`src/rtl/fpu_issue_if.sv`:
```
// Decode-to-FPU issue/writeback bundle: request in, start strobe and writeback out.
interface fpu_issue_if #(parameter int TAG_W = 6);
  logic             in_valid;
  logic [3:0]       in_op;
  logic [TAG_W-1:0] in_tag;
  logic             in_ready;
  logic             issue_valid;
  logic [2:0]       issue_unit;
  logic [1:0]       issue_sub;
  logic             wb_valid;
  logic [TAG_W-1:0] wb_tag;
  logic             wb_illegal;
  logic             div_busy;

  modport master (output in_valid, in_op, in_tag,
                  input  in_ready, issue_valid, issue_unit, issue_sub,
                         wb_valid, wb_tag, wb_illegal, div_busy);
  modport slave  (input  in_valid, in_op, in_tag,
                  output in_ready, issue_valid, issue_unit, issue_sub,
                         wb_valid, wb_tag, wb_illegal, div_busy);
endinterface

```
`src/rtl/fpu_issue_sched.sv`:
```
// FPU issue scheduler: one op per cycle, fixed-latency writeback port reservation,
// iterative div/sqrt occupancy tracking.
module fpu_issue_sched #(
  parameter int TAG_W   = 6,
  parameter int LAT_ADD = 2,
  parameter int LAT_MUL = 2,
  parameter int LAT_DIV = 10,
  parameter int LAT_CVT = 1,
  parameter int MAX_LAT = 16
) (
  input  logic        clk,
  input  logic        rst,
  input  logic        flush,
  fpu_issue_if.slave  bus
);
  localparam int LW = $clog2(MAX_LAT + 1);
  localparam int CW = $clog2(LAT_DIV + 1);

  typedef struct packed {
    logic             vld;
    logic             ill;
    logic [TAG_W-1:0] tag;
  } ent_t;

  // r_tab[k] reaches the writeback registers k+1 edges from now
  ent_t [MAX_LAT-1:0] r_tab;
  ent_t [MAX_LAT-1:0] w_ins;
  ent_t               r_wb;
  logic [CW-1:0]      r_cnt;
  logic               r_iv;
  logic [2:0]         r_unit;
  logic [1:0]         r_sub;

  logic [LW-1:0] w_lat;
  logic [2:0]    w_unit;
  logic [1:0]    w_sub;
  logic          w_isdiv, w_ill, w_slot, w_rdy, w_acc;

  always_comb begin
    w_lat   = LW'(LAT_CVT);
    w_unit  = 3'd4;
    w_sub   = 2'd0;
    w_isdiv = 1'b0;
    w_ill   = 1'b0;
    case (bus.in_op)
      4'd0: begin w_lat = LW'(LAT_ADD); w_unit = 3'd0; end
      4'd1: begin w_lat = LW'(LAT_ADD); w_unit = 3'd0; w_sub = 2'd1; end
      4'd2: begin w_lat = LW'(LAT_MUL); w_unit = 3'd1; end
      4'd3: begin w_lat = LW'(LAT_DIV); w_unit = 3'd2; w_isdiv = 1'b1; end
      4'd4: begin w_lat = LW'(LAT_DIV); w_unit = 3'd2; w_sub = 2'd1; w_isdiv = 1'b1; end
      4'd5: w_unit = 3'd3;
      4'd6: begin w_unit = 3'd3; w_sub = 2'd1; end
      4'd7: begin w_unit = 3'd3; w_sub = 2'd2; end
      default: w_ill = 1'b1;
    endcase
  end

  always_comb begin
    w_slot = 1'b0;
    for (int k = 0; k < MAX_LAT; k++)
      if (w_lat == LW'(k + 1)) w_slot = r_tab[k].vld;
  end

  // A div may issue on the edge where the counter would hit zero
  assign w_rdy = !rst && !flush && !w_slot && !(w_isdiv && (r_cnt > CW'(1)));
  assign w_acc = bus.in_valid && w_rdy;

  always_comb begin
    w_ins = r_tab;
    for (int k = 0; k < MAX_LAT; k++)
      if (w_acc && (w_lat == LW'(k + 1))) w_ins[k] = '{vld: 1'b1, ill: w_ill, tag: bus.in_tag};
  end

  always_ff @(posedge clk) begin
    if (rst || flush) begin
      r_tab <= '0;
      r_wb  <= '0;
      r_cnt <= '0;
    end else begin
      r_wb <= w_ins[0];
      for (int k = 0; k < MAX_LAT - 1; k++) r_tab[k] <= w_ins[k+1];
      r_tab[MAX_LAT-1] <= '0;
      if (w_acc && w_isdiv)     r_cnt <= CW'(LAT_DIV);
      else if (r_cnt != '0)     r_cnt <= r_cnt - CW'(1);
    end
  end

  always_ff @(posedge clk) begin
    if (rst) begin
      r_iv   <= 1'b0;
      r_unit <= '0;
      r_sub  <= '0;
    end else begin
      r_iv <= w_acc;
      if (w_acc) begin
        r_unit <= w_unit;
        r_sub  <= w_sub;
      end
    end
  end

  assign bus.in_ready    = w_rdy;
  assign bus.issue_valid = r_iv;
  assign bus.issue_unit  = r_unit;
  assign bus.issue_sub   = r_sub;
  assign bus.wb_valid    = r_wb.vld;
  assign bus.wb_tag      = r_wb.tag;
  assign bus.wb_illegal  = r_wb.ill;
  assign bus.div_busy    = (r_cnt != '0);
endmodule

```
`src/flat_wrapper.sv`:
```
// flat-port wrapper written by rule: the top's interface ports become plain ports
module fpu_issue_sched_flat 
#(
  parameter int TAG_W   = 6,
  parameter int LAT_ADD = 2,
  parameter int LAT_MUL = 2,
  parameter int LAT_DIV = 10,
  parameter int LAT_CVT = 1,
  parameter int MAX_LAT = 16
)
  (clk, rst, flush, bus_in_valid, bus_in_op, bus_in_tag, bus_in_ready, bus_issue_valid, bus_issue_unit, bus_issue_sub, bus_wb_valid, bus_wb_tag, bus_wb_illegal, bus_div_busy);
  fpu_issue_if #(.TAG_W(TAG_W)) bus_i ();
  input  logic clk;
  input  logic rst;
  input  logic flush;
  input wire logic [$bits(bus_i.in_valid)-1:0] bus_in_valid;
  input wire logic [$bits(bus_i.in_op)-1:0] bus_in_op;
  input wire logic [$bits(bus_i.in_tag)-1:0] bus_in_tag;
  output wire logic [$bits(bus_i.in_ready)-1:0] bus_in_ready;
  output wire logic [$bits(bus_i.issue_valid)-1:0] bus_issue_valid;
  output wire logic [$bits(bus_i.issue_unit)-1:0] bus_issue_unit;
  output wire logic [$bits(bus_i.issue_sub)-1:0] bus_issue_sub;
  output wire logic [$bits(bus_i.wb_valid)-1:0] bus_wb_valid;
  output wire logic [$bits(bus_i.wb_tag)-1:0] bus_wb_tag;
  output wire logic [$bits(bus_i.wb_illegal)-1:0] bus_wb_illegal;
  output wire logic [$bits(bus_i.div_busy)-1:0] bus_div_busy;
  assign bus_i.in_valid = bus_in_valid;
  assign bus_i.in_op = bus_in_op;
  assign bus_i.in_tag = bus_in_tag;
  assign bus_in_ready = bus_i.in_ready;
  assign bus_issue_valid = bus_i.issue_valid;
  assign bus_issue_unit = bus_i.issue_unit;
  assign bus_issue_sub = bus_i.issue_sub;
  assign bus_wb_valid = bus_i.wb_valid;
  assign bus_wb_tag = bus_i.wb_tag;
  assign bus_wb_illegal = bus_i.wb_illegal;
  assign bus_div_busy = bus_i.div_busy;
  fpu_issue_sched #(.TAG_W(TAG_W), .LAT_ADD(LAT_ADD), .LAT_MUL(LAT_MUL), .LAT_DIV(LAT_DIV), .LAT_CVT(LAT_CVT), .MAX_LAT(MAX_LAT)) u_core (.clk(clk), .rst(rst), .flush(flush), .bus(bus_i));
endmodule
```
`config.mk`:
```
export PLATFORM = sky130hd
export DESIGN_NAME = fpu_issue_sched_flat
export DESIGN_NICKNAME = d
export VERILOG_FILES = /design/src/rtl/fpu_issue_if.sv /design/src/rtl/fpu_issue_sched.sv /design/src/flat_wrapper.sv
export SDC_FILE = /design/constraint.sdc
export NUM_CORES = 1
export LEC_CHECK = 0
export BUFFER_PORTS_ARGS = -buffer_cell sky130_fd_sc_hd__buf_2
export CAP_MARGIN = 10
export CORE_ASPECT_RATIO = 0.5
export CORE_MARGIN = 1.5
export CORE_UTILIZATION = 56
export DETAILED_ROUTE_END_ITERATION = 8
export GPL_TIMING_DRIVEN = 1
export PLACE_DENSITY = 0.76
export SKIP_LAST_GASP = 1
export SYNTH_ARGS = -nofsm -noshare
export SYNTH_HDL_FRONTEND = slang
export SYNTH_SLANG_ARGS = --single-unit
```
`constraint.sdc`:
```
create_clock -name clk -period 2 [get_ports clk]
set_input_delay 0.1 -clock clk [delete_from_list [all_inputs] [get_ports clk]]
set_output_delay 0.1 -clock clk [all_outputs]
set_load 0.005 [all_outputs]
```
==> impl_metrics.py <==
metrics = {
    "synthesis": {
        "synth_top_family_by_area": "simple AND/OR/NAND/NOR gates",
        "syn_avg_cell_area_um2": 11.24,
        "synth_simple_gate_area_frac": 0.2169,
        "yosysTopAreaCellShare": 0.6310,
        "synthCells": 254,
        "ys.flop_type": "dfxtp_1",
        "synth_top_cells_by_count": "90 x dfxtp_1, 62 x and2_1, 20 x nand2_1",
        "synth-edff-count": 0,
        "yosysUniqueCellTypes": 35,
        "synth_compound_area_frac": 0.04601,
        "synth_top_area_cell": "dfxtp_1",
        "synth-adder-area-share": 0,
        "ys_seq_elements": 90,
        "ys_warn_count": 0,
        "synth.cell_area_um2": 2855,
        "syn-num-nets": 268,
        "synth_async_sr_flop_share": 0,
        "ys_seq_area_frac": 0.6310,
        "synth_most_common_cell": "dfxtp_1",
        "yosys-top-cells-area": "dfxtp_1 63%, and2_1 14%, mux2i_1 5.6%",
        "synthMuxAreaShare": 0.06529,
        "synth_xor_area_frac": 0,
    },
    "worst_setup_path": {
        "critical_path.max_stage_delay_ns": 0.52,
        "crit_chain": "nor3_1, a211oi_2, or4_1, buf_4, mux2i_1",
        "crit_buf_inv": 1,
        "crit_path_max_fanout": 6,
        "crit_type": "reg2reg",
        "cp_slowest_cell": "or4_1",
        "cp.depth": 5,
        "arrival_ns": 1.94,
        "critPathTopFamily": "simple AND/OR/NAND/NOR gates",
        "critPathLaunchType": "flop",
        "critPathRequiredTime_ns": 2.24,
        "reg2reg_from": "u_core.r_cnt[3]$_SDFFE_PP0P_",
        "startpoint": "u_core.r_cnt[3]$_SDFFE_PP0P_",
        "cp-end-kind": "flop",
        "rr_worst_depth": 5,
    },
    "clocking": {
        "clock_latency_ns": 0.35,
        "cts_max_level": 3,
        "cts_resized": 0,
        "clock-sinks": 90,
        "clkTransAtPathRegs_ns": 0.09,
        "cts_tree": "done",
        "numCtsBuffers": 9,
        "clock-root-buffer": "clkbuf_8",
        "clockBufferDepth": 2,
    },
    "die": {
        "floorplan.initialDensity": 0.5815,
        "coreArea_um2": 4910,
        "io_pins": 30,
        "rows": 18,
        "die_y_um": 53.49,
        "die_area_um2": 5562,
        "dieWidth_um": 104.0,
    },
    "placed_design": {
        "dpl.hpwl_um": 2788,
        "gp_congestion": 0.8219,
        "io_buffers": 29,
    },
    "power_and_ir_drop": {
        "p_leak_nw": 1.488,
        "vdd_drop_max_v": 0.0004960,
        "p_per_area_nw_per_um2": 948.1,
        "p_total_mw": 3.142,
    },
    "cells_and_area": {
        "drive_gt1_frac": 0.2054,
        "diodes": 0,
        "fillers": 383,
        "synthToLayoutAreaGrowth_pct": 16.08,
        "layout.nets": 306,
    },
    "timing": {
        "finalWorstPathRequiredPeriod_ns": 1.701,
        "finalMaxSlewViolations": 0,
        "min_period_over_period": 0.8503,
        "rsz0062_at_grt": "no",
        "max_freq_mhz": 588.0,
        "setup_viol": 0,
        "hold_violations": 0,
        "clock_skew_ns": 0.006784,
        "setup_tns_ns": 0,
    },
    "route": {
        "vias_per_cell": 4.738,
        "ant_nets": 0,
        "drt_iter0_drc": 50,
        "wl_um": 4456,
        "post_drt_wl_per_cell_um": 12.14,
        "firstDrtPassIters": 4,
        "num_vias": 1739,
        "route.detailed.drc": 0,
    },
    "global_routing": {
        "grt_pass1_vias": 1644,
        "antenna_found_initial": 0,
        "grt_remaining_overflow": 0,
        "grt_max_degree": 42,
        "grtUsageTotal": 0.1868,
        "grt_pass1_wl_um": 7507,
    },
    "min_path": {
        "hold_path.class": "in2reg",
        "worstHoldPathCells": 2,
        "worstHoldStart": "bus_in_op[3]",
    },
    "run": {
        "maxCapViolations": 0,
    },
    "run_status": {
        "status": "finished clean",
    },
}
-- path summary, 6_finish.rpt --
kind | slack [ns] | to
setup / recovery | 0.30 | u_core.r_tab[4]$_SDFF_PP0_
hold / removal | 0.09 | u_core.bus.wb_illegal$_SDFF_PP0_
setup reg to reg | 0.30 | u_core.r_tab[4]$_SDFF_PP0_
hold reg to reg | 0.43 | u_core.r_tab[18]$_SDFF_PP0_
-- layout make-up --
cell class / instances / area [um^2] / area share
clock inverter: 7 / 76.32 / 0.02303
clock buffer: 9 / 123.9 / 0.03737
multi-input combinational: 143 / 948.4 / 0.2861
tap: 70 / 87.58 / 0.02643
sequential: 90 / 1802 / 0.5436
timing repair buffer: 41 / 250.2 / 0.07550
inverter: 7 / 26.28 / 0.007928
-- routing by layer --
metal  GRT usage  part of all wire  routed length, um
met1      0.2088              0.47               2097
met2      0.3146              0.47               2088
met3     0.09360             0.052                232
met5           0                 0                  0
met4     0.06944            0.0085                 38
-- sequential cells by signal, summed over array words and instances (netlist names) --
name	count
u_core.r_tab	72
u_core.r_cnt	4
u_core.bus.wb_illegal	1
u_core.bus.wb_tag	6
u_core.bus.issue_valid	1
u_core.bus.issue_sub	2
u_core.bus.issue_unit	3
u_core.bus.wb_valid	1
-- worst reg2reg max path, cell delays in order (launching register included) --
cell	delay [ns]
dfxtp_1	0.35
nor3_1	0.30
a211oi_2	0.10
or4_1	0.52
buf_4	0.20
mux2i_1	0.12
-- cell families after synthesis --
group	Yosys count
compound gates	17
buf+inv	21
flops	90
mux	18
other cells	1
simple gates	107
-- what timing repair did --
item                       in CTS  in global routing
hold endpoints to repair        6                  0
buffers inserted                0                  0
hold buffers                    6                  0
setup endpoints to repair       0                  0
-- where the power goes --
part | switching (mW) | internal, mW
Combinational | 0.0659 | 0.0508
Clock | 0.629 | 0.590
Sequential | 0.00406 | 1.80
-- metrics by stage --
stage	util	hold slack (ns)	setup slack [ns]	instances	area, um^2
after floorplan	-	0.1972	0.3567	254	2855
after global placement	0.6221	0.3237	0.3269	345	3054
after detailed placement	0.6221	0.3238	0.2810	345	3054
after CTS	0.6751	0.06593	0.2943	367	3314
after global routing	0.6751	0.08504	0.1582	367	3314
final	0.6751	0.08657	0.2994	367	3314
-- layout by cell type, fill, tap and decap left out, types with 2 or more instances in the layout --
cell type,netlist,layout
a211oi_2,2,2
a21oi_1,5,5
and2_1,62,62
buf_2,0,29
buf_4,3,6
clkbuf_8,0,9
clkinv_2,0,2
dfxtp_1,90,90
dlygate4sd3_1,0,6
inv_1,6,6
inv_6,0,2
mux2i_1,16,16
nand2_1,20,20
nand2b_1,5,5
nor2_1,3,2
nor2b_1,2,2
nor3_1,4,4
o21ai_0,4,4
or3b_1,2,2
(Power assumes the default switching activity.)
